<file path="config.mk">
export PLATFORM = sky130hd
export DESIGN_NAME = block_ram_controller_flat
export DESIGN_NICKNAME = d
export VERILOG_FILES = /design/src/rtl/block_ram_controller_if.sv /design/src/rtl/block_ram_controller.sv /design/src/flat_wrapper.sv
export SDC_FILE = /design/constraint.sdc
export NUM_CORES = 1
export LEC_CHECK = 0
export CORE_MARGIN = 2
export CORE_UTILIZATION = 34
export DETAILED_ROUTE_END_ITERATION = 7
export PLACE_DENSITY = 0.72
export SYNTH_ARGS = -nofsm -noshare
export SYNTH_HDL_FRONTEND = slang
export SYNTH_SLANG_ARGS = --single-unit
</file>
<file path="constraint.sdc">
create_clock -name clk -period 4.2 [get_ports clk]
set_clock_uncertainty 0.2 [all_clocks]
set_input_delay 0.63 -clock clk [delete_from_list [all_inputs] [get_ports clk]]
set_output_delay 0.63 -clock clk [all_outputs]
set_load 0.005 [all_outputs]
</file>
<file path="src/rtl/block_ram_controller_if.sv">
// Request/response bus between a core (master) and block_ram_controller (slave).
`default_nettype none

interface block_ram_controller_if #(
  parameter int WIDTH = 32
) ();
  localparam int B = WIDTH / 8;

  logic             req_valid;
  logic             req_ready;
  logic             req_write;
  logic [31:0]      req_addr;
  logic [WIDTH-1:0] req_wdata;
  logic [B-1:0]     req_wstrb;
  logic             resp_valid;
  logic             resp_ready;
  logic [WIDTH-1:0] resp_rdata;
  logic             resp_error;

  modport master (
    output req_valid, req_write, req_addr, req_wdata, req_wstrb, resp_ready,
    input  req_ready, resp_valid, resp_rdata, resp_error
  );

  modport slave (
    input  req_valid, req_write, req_addr, req_wdata, req_wstrb, resp_ready,
    output req_ready, resp_valid, resp_rdata, resp_error
  );
endinterface

`default_nettype wire

</file>
<file path="src/rtl/block_ram_controller.sv">
// Byte-addressed request front end for a word-wide block RAM without byte enables;
// partial writes are done as read-modify-write. One request outstanding at a time.
`default_nettype none

module block_ram_controller #(
  parameter  int SIZE  = 1024,
  parameter  int WIDTH = 32,
  localparam int B     = WIDTH / 8,
  localparam int AW    = $clog2(SIZE / B),
  localparam int OFS   = $clog2(B)
) (
  input  logic                 clk,
  input  logic                 reset,
  block_ram_controller_if.slave bus,
  output logic                 ram_write_en,
  output logic [AW-1:0]        ram_write_address,
  output logic [WIDTH-1:0]     ram_write_data,
  output logic [AW-1:0]        ram_read_address,
  input  logic [WIDTH-1:0]     ram_read_data
);

  typedef enum logic [2:0] {
    IDLE       = 3'd0,
    RD_ISSUE   = 3'd1,
    RD_CAPTURE = 3'd2,
    WRITE      = 3'd3,
    RESP       = 3'd4
  } state_t;

  state_t           state, state_next;
  logic             wr_q;
  logic [WIDTH-1:0] wdata_q;
  logic [B-1:0]     wstrb_q;
  logic [WIDTH-1:0] rdata_q;
  logic             error_q;
  logic [WIDTH-1:0] merged;
  logic             accept;
  logic             range_err;
  logic             misalign;
  logic             req_err;
  logic             strb_full;
  logic             strb_zero;
  logic [AW-1:0]    index;

  assign accept    = bus.req_valid && (state == IDLE);
  assign range_err = bus.req_addr >= 32'(SIZE);
  assign req_err   = range_err || misalign;
  assign strb_full = &bus.req_wstrb;
  assign strb_zero = ~|bus.req_wstrb;
  assign index     = bus.req_addr[OFS+AW-1:OFS];

  generate
    if (OFS > 0) begin : g_align
      assign misalign = |bus.req_addr[OFS-1:0];
    end else begin : g_no_align
      assign misalign = 1'b0;
    end
  endgenerate

  for (genvar i = 0; i < B; i++) begin : g_merge
    assign merged[8*i +: 8] = wstrb_q[i] ? wdata_q[8*i +: 8] : ram_read_data[8*i +: 8];
  end

  assign bus.req_ready  = (state == IDLE);
  assign bus.resp_valid = (state == RESP);
  assign bus.resp_rdata = rdata_q;
  assign bus.resp_error = error_q;
  assign ram_write_en   = (state == WRITE) && !reset;

  always_ff @(posedge clk) begin
    if (reset) state <= IDLE;
    else       state <= state_next;
  end

  always_comb begin
    state_next = state;
    case (state)
      IDLE: begin
        if (accept) begin
          if (req_err || (bus.req_write && strb_zero)) state_next = RESP;
          else if (bus.req_write && strb_full)         state_next = WRITE;
          else                                         state_next = RD_ISSUE;
        end
      end
      RD_ISSUE:   state_next = RD_CAPTURE;
      RD_CAPTURE: state_next = wr_q ? WRITE : RESP;
      WRITE:      state_next = RESP;
      RESP:       if (bus.resp_ready) state_next = IDLE;
      default:    state_next = IDLE;
    endcase
  end

  always_ff @(posedge clk) begin
    if (reset) begin
      wr_q              <= 1'b0;
      wdata_q           <= '0;
      wstrb_q           <= '0;
      rdata_q           <= '0;
      error_q           <= 1'b0;
      ram_write_address <= '0;
      ram_write_data    <= '0;
      ram_read_address  <= '0;
    end else begin
      case (state)
        IDLE: begin
          if (accept) begin
            wr_q    <= bus.req_write;
            wdata_q <= bus.req_wdata;
            wstrb_q <= bus.req_wstrb;
            rdata_q <= '0;
            error_q <= req_err;
            if (!req_err && bus.req_write && strb_full) begin
              ram_write_address <= index;
              ram_write_data    <= bus.req_wdata;
            end else if (!req_err && !(bus.req_write && strb_zero)) begin
              ram_read_address  <= index;
            end
          end
        end
        RD_CAPTURE: begin
          // The read address still holds this request's word index.
          if (wr_q) begin
            ram_write_address <= ram_read_address;
            ram_write_data    <= merged;
          end else begin
            rdata_q <= ram_read_data;
          end
        end
        default: ;
      endcase
    end
  end

endmodule

`default_nettype wire
</file>
<file path="src/flat_wrapper.sv">
// flat-port wrapper written by rule: the top's interface ports become plain ports
module block_ram_controller_flat 
#(
  parameter  int SIZE  = 1024,
  parameter  int WIDTH = 32,
  localparam int B     = WIDTH / 8,
  localparam int AW    = $clog2(SIZE / B),
  localparam int OFS   = $clog2(B)
)
  (clk, reset, ram_write_en, ram_write_address, ram_write_data, ram_read_address, ram_read_data, bus_req_valid, bus_req_write, bus_req_addr, bus_req_wdata, bus_req_wstrb, bus_resp_ready, bus_req_ready, bus_resp_valid, bus_resp_rdata, bus_resp_error);
  block_ram_controller_if #(.WIDTH(WIDTH)) bus_i ();
  input  logic clk;
  input  logic reset;
  output logic ram_write_en;
  output logic [AW-1:0] ram_write_address;
  output logic [WIDTH-1:0] ram_write_data;
  output logic [AW-1:0] ram_read_address;
  input  logic [WIDTH-1:0] ram_read_data;
  input wire logic [$bits(bus_i.req_valid)-1:0] bus_req_valid;
  input wire logic [$bits(bus_i.req_write)-1:0] bus_req_write;
  input wire logic [$bits(bus_i.req_addr)-1:0] bus_req_addr;
  input wire logic [$bits(bus_i.req_wdata)-1:0] bus_req_wdata;
  input wire logic [$bits(bus_i.req_wstrb)-1:0] bus_req_wstrb;
  input wire logic [$bits(bus_i.resp_ready)-1:0] bus_resp_ready;
  output wire logic [$bits(bus_i.req_ready)-1:0] bus_req_ready;
  output wire logic [$bits(bus_i.resp_valid)-1:0] bus_resp_valid;
  output wire logic [$bits(bus_i.resp_rdata)-1:0] bus_resp_rdata;
  output wire logic [$bits(bus_i.resp_error)-1:0] bus_resp_error;
  assign bus_i.req_valid = bus_req_valid;
  assign bus_i.req_write = bus_req_write;
  assign bus_i.req_addr = bus_req_addr;
  assign bus_i.req_wdata = bus_req_wdata;
  assign bus_i.req_wstrb = bus_req_wstrb;
  assign bus_i.resp_ready = bus_resp_ready;
  assign bus_req_ready = bus_i.req_ready;
  assign bus_resp_valid = bus_i.resp_valid;
  assign bus_resp_rdata = bus_i.resp_rdata;
  assign bus_resp_error = bus_i.resp_error;
  block_ram_controller #(.SIZE(SIZE), .WIDTH(WIDTH)) u_core (.clk(clk), .reset(reset), .bus(bus_i), .ram_write_en(ram_write_en), .ram_write_address(ram_write_address), .ram_write_data(ram_write_data), .ram_read_address(ram_read_address), .ram_read_data(ram_read_data));
endmodule
</file>
== Word-level counts from Yosys, hierarchy flattened ==
Cells that the tools add are included.
Storage, ports and cells
  output and inout port bits: 84
  logic and storage cells: 64
  bits of input ports: 105
  register bits: 121
Operators by class
  multiplexer cells: 21
  reduce and logical (&&, ||, !) cells: 23
  magnitude comparators: 1
  equal/unequal tests: 9
  bitwise operators: 1
Operators with widths (number)
  $mux 32: 5
  $pmux 32 s2: 2
  $mux 8: 7
  $ge 32x11->1 const B: 1
  $pmux 8 s2: 1
  $pmux 3 s5: 1
  $mux 3: 4
  $reduce_and 4->1: 3
  $logic_and 1x1->1: 7
  $eq 3x2->1 const B: 2
  $ne 2x1->1 const B: 3
  $logic_not 1->1: 4
  $ne 2x2->1 const B: 2
  $reduce_and 2->1: 2
  $reduce_or 4->1: 1
  $eq 3x1->1 const B: 1
  $eq 3x3->1 const B: 1
  $logic_not 3->1: 1
  $reduce_and 3->1: 1
  $logic_or 1x1->1: 2
  $mux 2: 1
  $reduce_bool 2->1: 1
  $reduce_or 2->1: 1
  $not 1->1: 1

== Logic depth before layout (Yosys ltp) ==
Gate-level depths: netlist of the first run.
  depth after elaboration: 8
  depth in mapped cells: 9
  gate-level depth less buffers: 5

== Least setup slack after synthesis of the first run ==
OpenSTA, ideal clock, no wires.
  path type: input -> register
  start point: input bus_req_addr[29]
  end point: register u_core.ram_read_address[0]
  slack: 1.941 ns
  path buffers: 0
  required time: 3.928 ns
  arrival time: 1.987 ns
  library setup time: 0.072 ns
  stages on the path: 5
  cells stage by stage: or4_4 -> nor2_4 -> nand3_2 -> nor3_4 -> mux2i_1
Between the ends
  cells in the longest elaborated chain, start to end: 7
  elaborated cells on any way between the ends: 8
  classes of those cells: order compare: 1; bitwise: 1; reduce/logical: 6
RTL lines
  start, declared: RTL line flat_wrapper.sv:21  | input wire logic [$bits(bus_i.req_addr)-1:0] bus_req_addr;
  $ge 32x11->1 *: RTL line block_ram_controller.sv:46  | assign range_err = bus.req_addr >= 32'(SIZE);
  $logic_or 1x1->1 *: RTL line block_ram_controller.sv:47  | assign req_err = range_err || misalign;
  $logic_not 1->1 *: RTL line block_ram_controller.sv:112, block_ram_controller.sv:115
  $logic_and 1x1->1 (2 in a row): RTL line block_ram_controller.sv:112  | if (!req_err && bus.req_write && strb_full) begin
  $not 1->1 (no line)
  $reduce_and 4->1 (no line) *
  end signal, assigned: RTL line block_ram_controller.sv:116  | ram_read_address <= index;
  end, declared: RTL line block_ram_controller.sv:18  | output logic [AW-1:0] ram_read_address,
Mark *: on every way between the ends. The rest lies on a longest branch, timed or not.
A chain may end at the register's enable or synchronous reset.

== Final worst setup path of the first run ==
  start point: register u_core.state[2]
  end point: output bus_resp_valid
Between the ends
  cells in the longest elaborated chain, start to end: 1
RTL lines
  start, declared: RTL line block_ram_controller.sv:30  | state_t state, state_next;
  start signal, assigned: RTL line block_ram_controller.sv:72  | else state <= state_next;
  $eq 3x3->1: RTL line block_ram_controller.sv:65  | assign bus.resp_valid = (state == RESP);
  end, declared: RTL line flat_wrapper.sv:26  | output wire logic [$bits(bus_i.resp_valid)-1:0] bus_resp_valid;
No other way between the ends.

==> impl_metrics.py, run 1 <==
metrics = {
    "detailed_routing": {
        "drc": 0,
        "wl_um": 18200,
        "dr.pass1.iters": 4,
        "avgViaCountPerCell": 5.23,
        "drtIter0Drc": 256,
        "ant_nets": 0,
        "route.vias.total": 5853,
        "wl_per_cell_um": 16.3,
    },
    "worst_setup_path": {
        "arrival_ns": 1.89,
        "crit_path_max_fanout": 11,
        "critPathLaunchType": "register",
        "path_class": "register to output port",
        "cp_data_required_time_ns": 3.37,
        "end_kind": "output port",
        "crit_start": "u_core.state[2]$_SDFFE_PP0P_",
        "reg2reg_from": "u_core.state[1]$_SDFFE_PP0P_",
    },
    "cells_and_area": {
        "diodes": 0,
        "nets": 986,
        "final-seq-area_um2": 2420,
        "area_delta_synth_final_pct": 44.1,
        "drive_gt1_share_pct": 6.94,
        "num-fill-cells": 1622,
        "multi_input_area_um2": 3250,
        "utilization_pct": 49.7,
    },
    "global_routing": {
        "antenna_found_initial": 0,
        "grt_pass1_wl_um": 28700,
        "overflow": 0,
        "grt_max_degree": 82,
        "track_usage_pct": 19.9,
        "grt_pass1_vias": 5622,
    },
    "floorplanning": {
        "die_w_um": 136,
        "initial_core_util_pct": 34.5,
        "die-height_um": 136,
        "core-area_um2": 17100,
        "row_count": 48,
        "fp.dieArea_um2": 18500,
        "pin_count": 189,
    },
    "timing": {
        "post-route-period-util_pct": 64.8,
        "setup_viol": 0,
        "fin_crit_ns": 2.72,
        "grt_setup_unrepaired": "no",
        "slew-limit-headroom_pct": 32.6,
        "worstMarginPinSlew_ns": 1.01,
        "finalHoldViolCount": 0,
        "setup_tns_ns": 0,
        "fmax_mhz": 367,
        "final_max_slew_viol_count": 0,
    },
    "logic_synthesis": {
        "syn_area_um2": 5910,
        "syn_nets": 835,
        "synth-seq-area-share_pct": 41.0,
        "syn_avg_cell_area_um2": 8.10,
        "yosysUniqueCellTypes": 37,
        "synth_edf_count": 0,
        "async_flop_share_pct": 0,
        "synth-main-ff-cell": "dfxtp_1",
        "ys_ff_latch": 121,
        "netlist_instances": 730,
        "ys_warn_count": 0,
    },
    "power": {
        "power.total_mw": 2.95,
        "power.density_nw_per_um2": 346,
        "ir_drop_uv": 275,
        "p_leak_nw": 2.95,
    },
    "cts": {
        "cts_buffers": 17,
        "cts_setup_buffers": 0,
        "cts_resized": 0,
        "htreeDepth": 4,
        "cts_hold_buf": 0,
        "cts_sinks": 121,
        "cts_tree": "built",
        "cts_root_buf": "clkbuf_16",
        "clk_pin_slew_ns": 0.06,
        "clk_latency_ns": 0.41,
        "cts_max_path_buffers": 2,
    },
    "place": {
        "gp_congestion": 0.838,
        "dp_hpwl_um": 12000,
        "port_buffers": 188,
    },
    "min_path": {
        "min_from": "u_core.wdata_q[9]$_SDFFE_PP0P_",
        "min_path_type": "register to register",
    },
    "job": {
        "cap_viol_max_count": 0,
    },
    "status": {
        "outcome": "completed",
    },
}
==> final cells by class <==
class | count | share of cell area [%]
Multi-Input combinational cell | 542 | 38.2
Sequential cell | 121 | 28.5
Timing Repair Buffer | 197 | 22.9
Clock buffer | 21 | 5.64
Tap cell | 225 | 3.31
Clock inverter | 11 | 1.41
Inverter | 2 | 0.0882
==> power breakdown <==
group          internal, mW  total (mW)  switching [mW]
Clock                 0.934        1.48           0.543
Sequential             1.17        1.19          0.0228
Combinational         0.143       0.276           0.133
Total                  2.25        2.95           0.699
==> final timing paths <==
path	to	slack [ns]	depth (start not counted)
hold / removal	u_core.wdata_q[9]$_SDFFE_PP0P_	0.25	2
setup / recovery	bus_resp_valid	1.48	2
setup reg to reg	u_core.ram_write_data[26]$_SDFFE_PP0P_	1.85	4
hold reg to reg	u_core.wdata_q[9]$_SDFFE_PP0P_	0.25	2
==> worst max-delay path: stages, from the launching register on <==
cell and delay, ns:
dfxtp_1 0.58, nor3b_1 0.32, clkdlybuf4s50_1 0.58
==> cells in the final DEF (no fill, tap or decap), drive strengths merged <==
master | netlist | layout
clkdlybuf4s50 | 0 | 187
nand2 | 144 | 144
dfxtp | 121 | 121
nor2 | 71 | 71
nand3 | 51 | 51
mux2i | 49 | 49
a21oi | 37 | 37
a22oi | 32 | 32
nand4b | 32 | 32
or3b | 32 | 32
nand4 | 32 | 32
clkbuf | 41 | 21
nand2b | 17 | 17
buf | 24 | 10
or3 | 9 | 9
a2bb2oi | 8 | 8
nor4 | 7 | 7
clkinv | 0 | 6
nor3 | 5 | 5
clkinvlp | 0 | 3
nor3b | 3 | 3
or4 | 2 | 2
inv | 2 | 2
bufinv | 0 | 2
nor2b | 2 | 2
and3 | 2 | 2
and2 | 1 | 1
and4 | 1 | 1
o21ai | 1 | 1
a31oi | 1 | 1
a2111oi | 1 | 1
a221oi | 1 | 1
a311oi | 1 | 1
==> cells in the mapped netlist (all sizes together), types with 5 or more instances <==
master	n	area [um^2]
buf	24	119
dfxtp	121	2420
mux2i	49	490
nand4b	32	280
nand2b	17	106
a21oi	37	185
nor2	71	274
a2bb2oi	8	70.1
nand4	32	200
nand2	144	541
or3	9	56.3
nor4	7	43.8
clkbuf	41	154
nand3	51	265
or3b	32	280
nor3	5	41.3
a22oi	32	240
==> registers in the layout (all words and copies together), names as in the netlist <==
signal                    flops
u_core.ram_read_address       8
u_core.wstrb_q                4
u_core.bus.resp_error         1
u_core.wdata_q               32
u_core.state                  3
u_core.ram_write_data        32
u_core.wr_q                   1
u_core.bus.resp_rdata        32
u_core.ram_write_address      8
==> metal layers <==
layer	routed length (um)	up-vias	GRT usage, %
met5	0	-	0
met4	265	0	7.70
met3	1200	19	5.70
met2	8510	184	32.2
met1	8210	2749	25.0
li1	-	2901	-
==> logic make-up (layout without fill, tap and decap cells) <==
family | count (synthesis) | after routing | synth area share (%)
buf+inv | 67 | 231 | 4.74
mux | 49 | 49 | 8.30
compound gates | 82 | 82 | 9.13
simple gates | 411 | 411 | 36.8
flops | 121 | 121 | 41.0
==> per-stage QoR <==
stage,hold WS (ns),std cells,setup WS (ns),area (um^2)
after floorplan,0.236,730,1.94,5910
after detailed placement,0.246,1087,1.15,7910
after CTS,0.254,1119,1.46,8510
final,0.252,1119,1.48,8510
after global placement,0.241,1087,1.22,7910
after global routing,0.271,1119,1.35,8510
Note: power is estimated with default switching activity, not from simulation.
==> inputs of run 2 (changes only) <==
--- a/config.mk
+++ b/config.mk
@@ -8,7 +8,7 @@
 export CORE_MARGIN = 2
 export CORE_UTILIZATION = 34
 export DETAILED_ROUTE_END_ITERATION = 7
-export PLACE_DENSITY = 0.72
+export PLACE_DENSITY = 0.74
 export SYNTH_ARGS = -nofsm -noshare
 export SYNTH_HDL_FRONTEND = slang
 export SYNTH_SLANG_ARGS = --single-unit
==> constraint.sdc (replaced) <==
create_clock -name clk -period 2.43 [get_ports clk]
set_clock_uncertainty 0.2 [all_clocks]
set_input_delay 0.3645 -clock clk [delete_from_list [all_inputs] [get_ports clk]]
set_output_delay 0.3645 -clock clk [all_outputs]
set_load 0.005 [all_outputs]
==> impl_metrics.py, run 2 (same netlist as run 1, synthesis figures left out) <==
metrics = {
    "timing": {
        "worstMarginPinSlew_ns": 0.918,
        "setup_tns_ns": 0,
        "worst_hold_slack_ns": 0.0338,
        "finalHoldViolCount": 0,
        "fin_crit_ns": 2.27,
        "slew-limit-headroom_pct": 38.6,
        "fmax_mhz": 440,
        "post-route-period-util_pct": 93.5,
        "setup_viol": 0,
        "grt_setup_unrepaired": "no",
        "setup_ws_ns": 0.157,
        "final_max_slew_viol_count": 0,
    },
    "worst_setup_path": {
        "reg2reg_from": "u_core.wr_q$_SDFFE_PP0P_",
        "end_kind": "output port",
        "arrival_ns": 1.71,
        "critPathLaunchType": "register",
        "critical-path-slowest-cell": "clkdlybuf4s50_1",
        "crit_path_max_fanout": 10,
        "cp_cell_sequence": "nand2_1, nor3_1, clkdlybuf4s50_1",
        "crit_start": "u_core.state[1]$_SDFFE_PP0P_",
        "critPathMaxStageDelay_ns": 0.57,
        "cp_data_required_time_ns": 1.87,
        "path_class": "register to output port",
    },
    "place": {
        "port_buffers": 188,
        "dp_hpwl_um": 12600,
        "dp_slack_ns": -0.0729,
        "placed_area_um2": 8110,
        "gp_congestion": 0.818,
    },
    "floorplanning": {
        "die-height_um": 136,
        "pin_count": 189,
        "fp.dieArea_um2": 18500,
        "die_w_um": 136,
        "initial_core_util_pct": 34.5,
        "row_count": 48,
        "core-area_um2": 17100,
    },
    "cts": {
        "cts_buffers": 17,
        "cts_sinks": 121,
        "cts_hold_buf": 0,
        "cts_setup_buffers": 0,
        "htreeDepth": 4,
        "clk_latency_ns": 0.42,
        "clk_pin_slew_ns": 0.06,
        "cts_max_path_buffers": 2,
        "cts_resized": 0,
        "cts_tree": "built",
        "cts_root_buf": "clkbuf_16",
    },
    "detailed_routing": {
        "drc": 0,
        "ant_nets": 0,
        "route.vias.total": 5921,
        "dr.pass1.iters": 5,
        "wl_per_cell_um": 16.1,
        "wl_um": 18300,
        "avgViaCountPerCell": 5.22,
        "drtIter0Drc": 261,
    },
    "global_routing": {
        "grt_pass1_wl_um": 28800,
        "track_usage_pct": 19.9,
        "grt_max_degree": 58,
        "grt_pass1_vias": 5639,
        "overflow": 0,
        "antenna_found_initial": 0,
    },
    "cells_and_area": {
        "nets": 1001,
        "diodes": 0,
        "layout_common_cells": "clkdlybuf4s50_1 (187), nand2_1 (143), dfxtp_1 (118)",
        "layout_commonest_cell": "clkdlybuf4s50_1",
        "area_delta_synth_final_pct": 48.1,
        "utilization_pct": 51.1,
        "fin_area_um2": 8750,
        "drive_gt1_share_pct": 8.58,
    },
    "power": {
        "p_leak_nw": 3.07,
        "ir_drop_uv": 485,
        "power.density_nw_per_um2": 603,
    },
    "min_path": {
        "min_from": "reset",
        "min_path_type": "input port to register",
    },
    "job": {
        "cap_viol_max_count": 0,
    },
    "status": {
        "outcome": "completed",
    },
}
-- run 2: changes by cell type in the layout (fill, tap and decap cells not counted), sizes merged --
cell and delta:
clkbuf -3, buf +15, bufinv +2, clkinvlp +1
-- run 2: final cells by class --
class	instances	area (um^2)
inverters	2	7.51
flip-flops and latches	121	2430
multi-input cells	542	3250
well taps	225	282
clock inverters	14	199
fillers	1623	8360
clock buffers	18	439
repair buffers	212	2150
-- run 2: final timing paths --
| path | end | slack, ns | cells after the start |
|---|---|---|---|
| max | ram_write_en | 0.16 | 3 |
| min | u_core.wr_q$_SDFFE_PP0P_ | 0.03 | 2 |
| max reg2reg | u_core.ram_write_data[5]$_SDFFE_PP0P_ | 0.34 | 6 |
| min reg2reg | u_core.wdata_q[4]$_SDFFE_PP0P_ | 0.25 | 2 |
-- run 2: stage by stage --
stage | std cells | total power [mW]
2_1_floorplan | 730 | 2.31
3_3_place_gp | 1102 | 2.60
3_5_place_dp | 1102 | 2.60
4_1_cts | 1134 | 5.32
5_1_grt | 1134 | 5.47
6_report | 1134 | 5.27
-- run 2: worst max-delay path, delay by kind of cell, from the launching register on --
family / cells / cell delay (ns)
buffers and inverters: 1 / 0.57
flip-flops: 1 / 0.45
AND/OR/NAND/NOR: 2 / 0.27
-- run 2: report_power, final --
group / total (mW) / internal, mW / switching [mW]
Clock: 2.71 / 1.75 / 0.968
Sequential: 2.06 / 2.02 / 0.0375
Combinational: 0.497 / 0.262 / 0.234
Total: 5.27 / 4.03 / 1.24
-- run 2: metal layers --
layer / up-vias / share of wire (%) / routed length [um] / global-route usage (%)
met5: - / 0 / 0 / 0
met4: 0 / 1.8 / 331 / 6.94
met3: 24 / 6.4 / 1180 / 4.59
met2: 182 / 49 / 8950 / 34.0
met1: 2797 / 43 / 7850 / 24.6
li1: 2918 / - / - / -
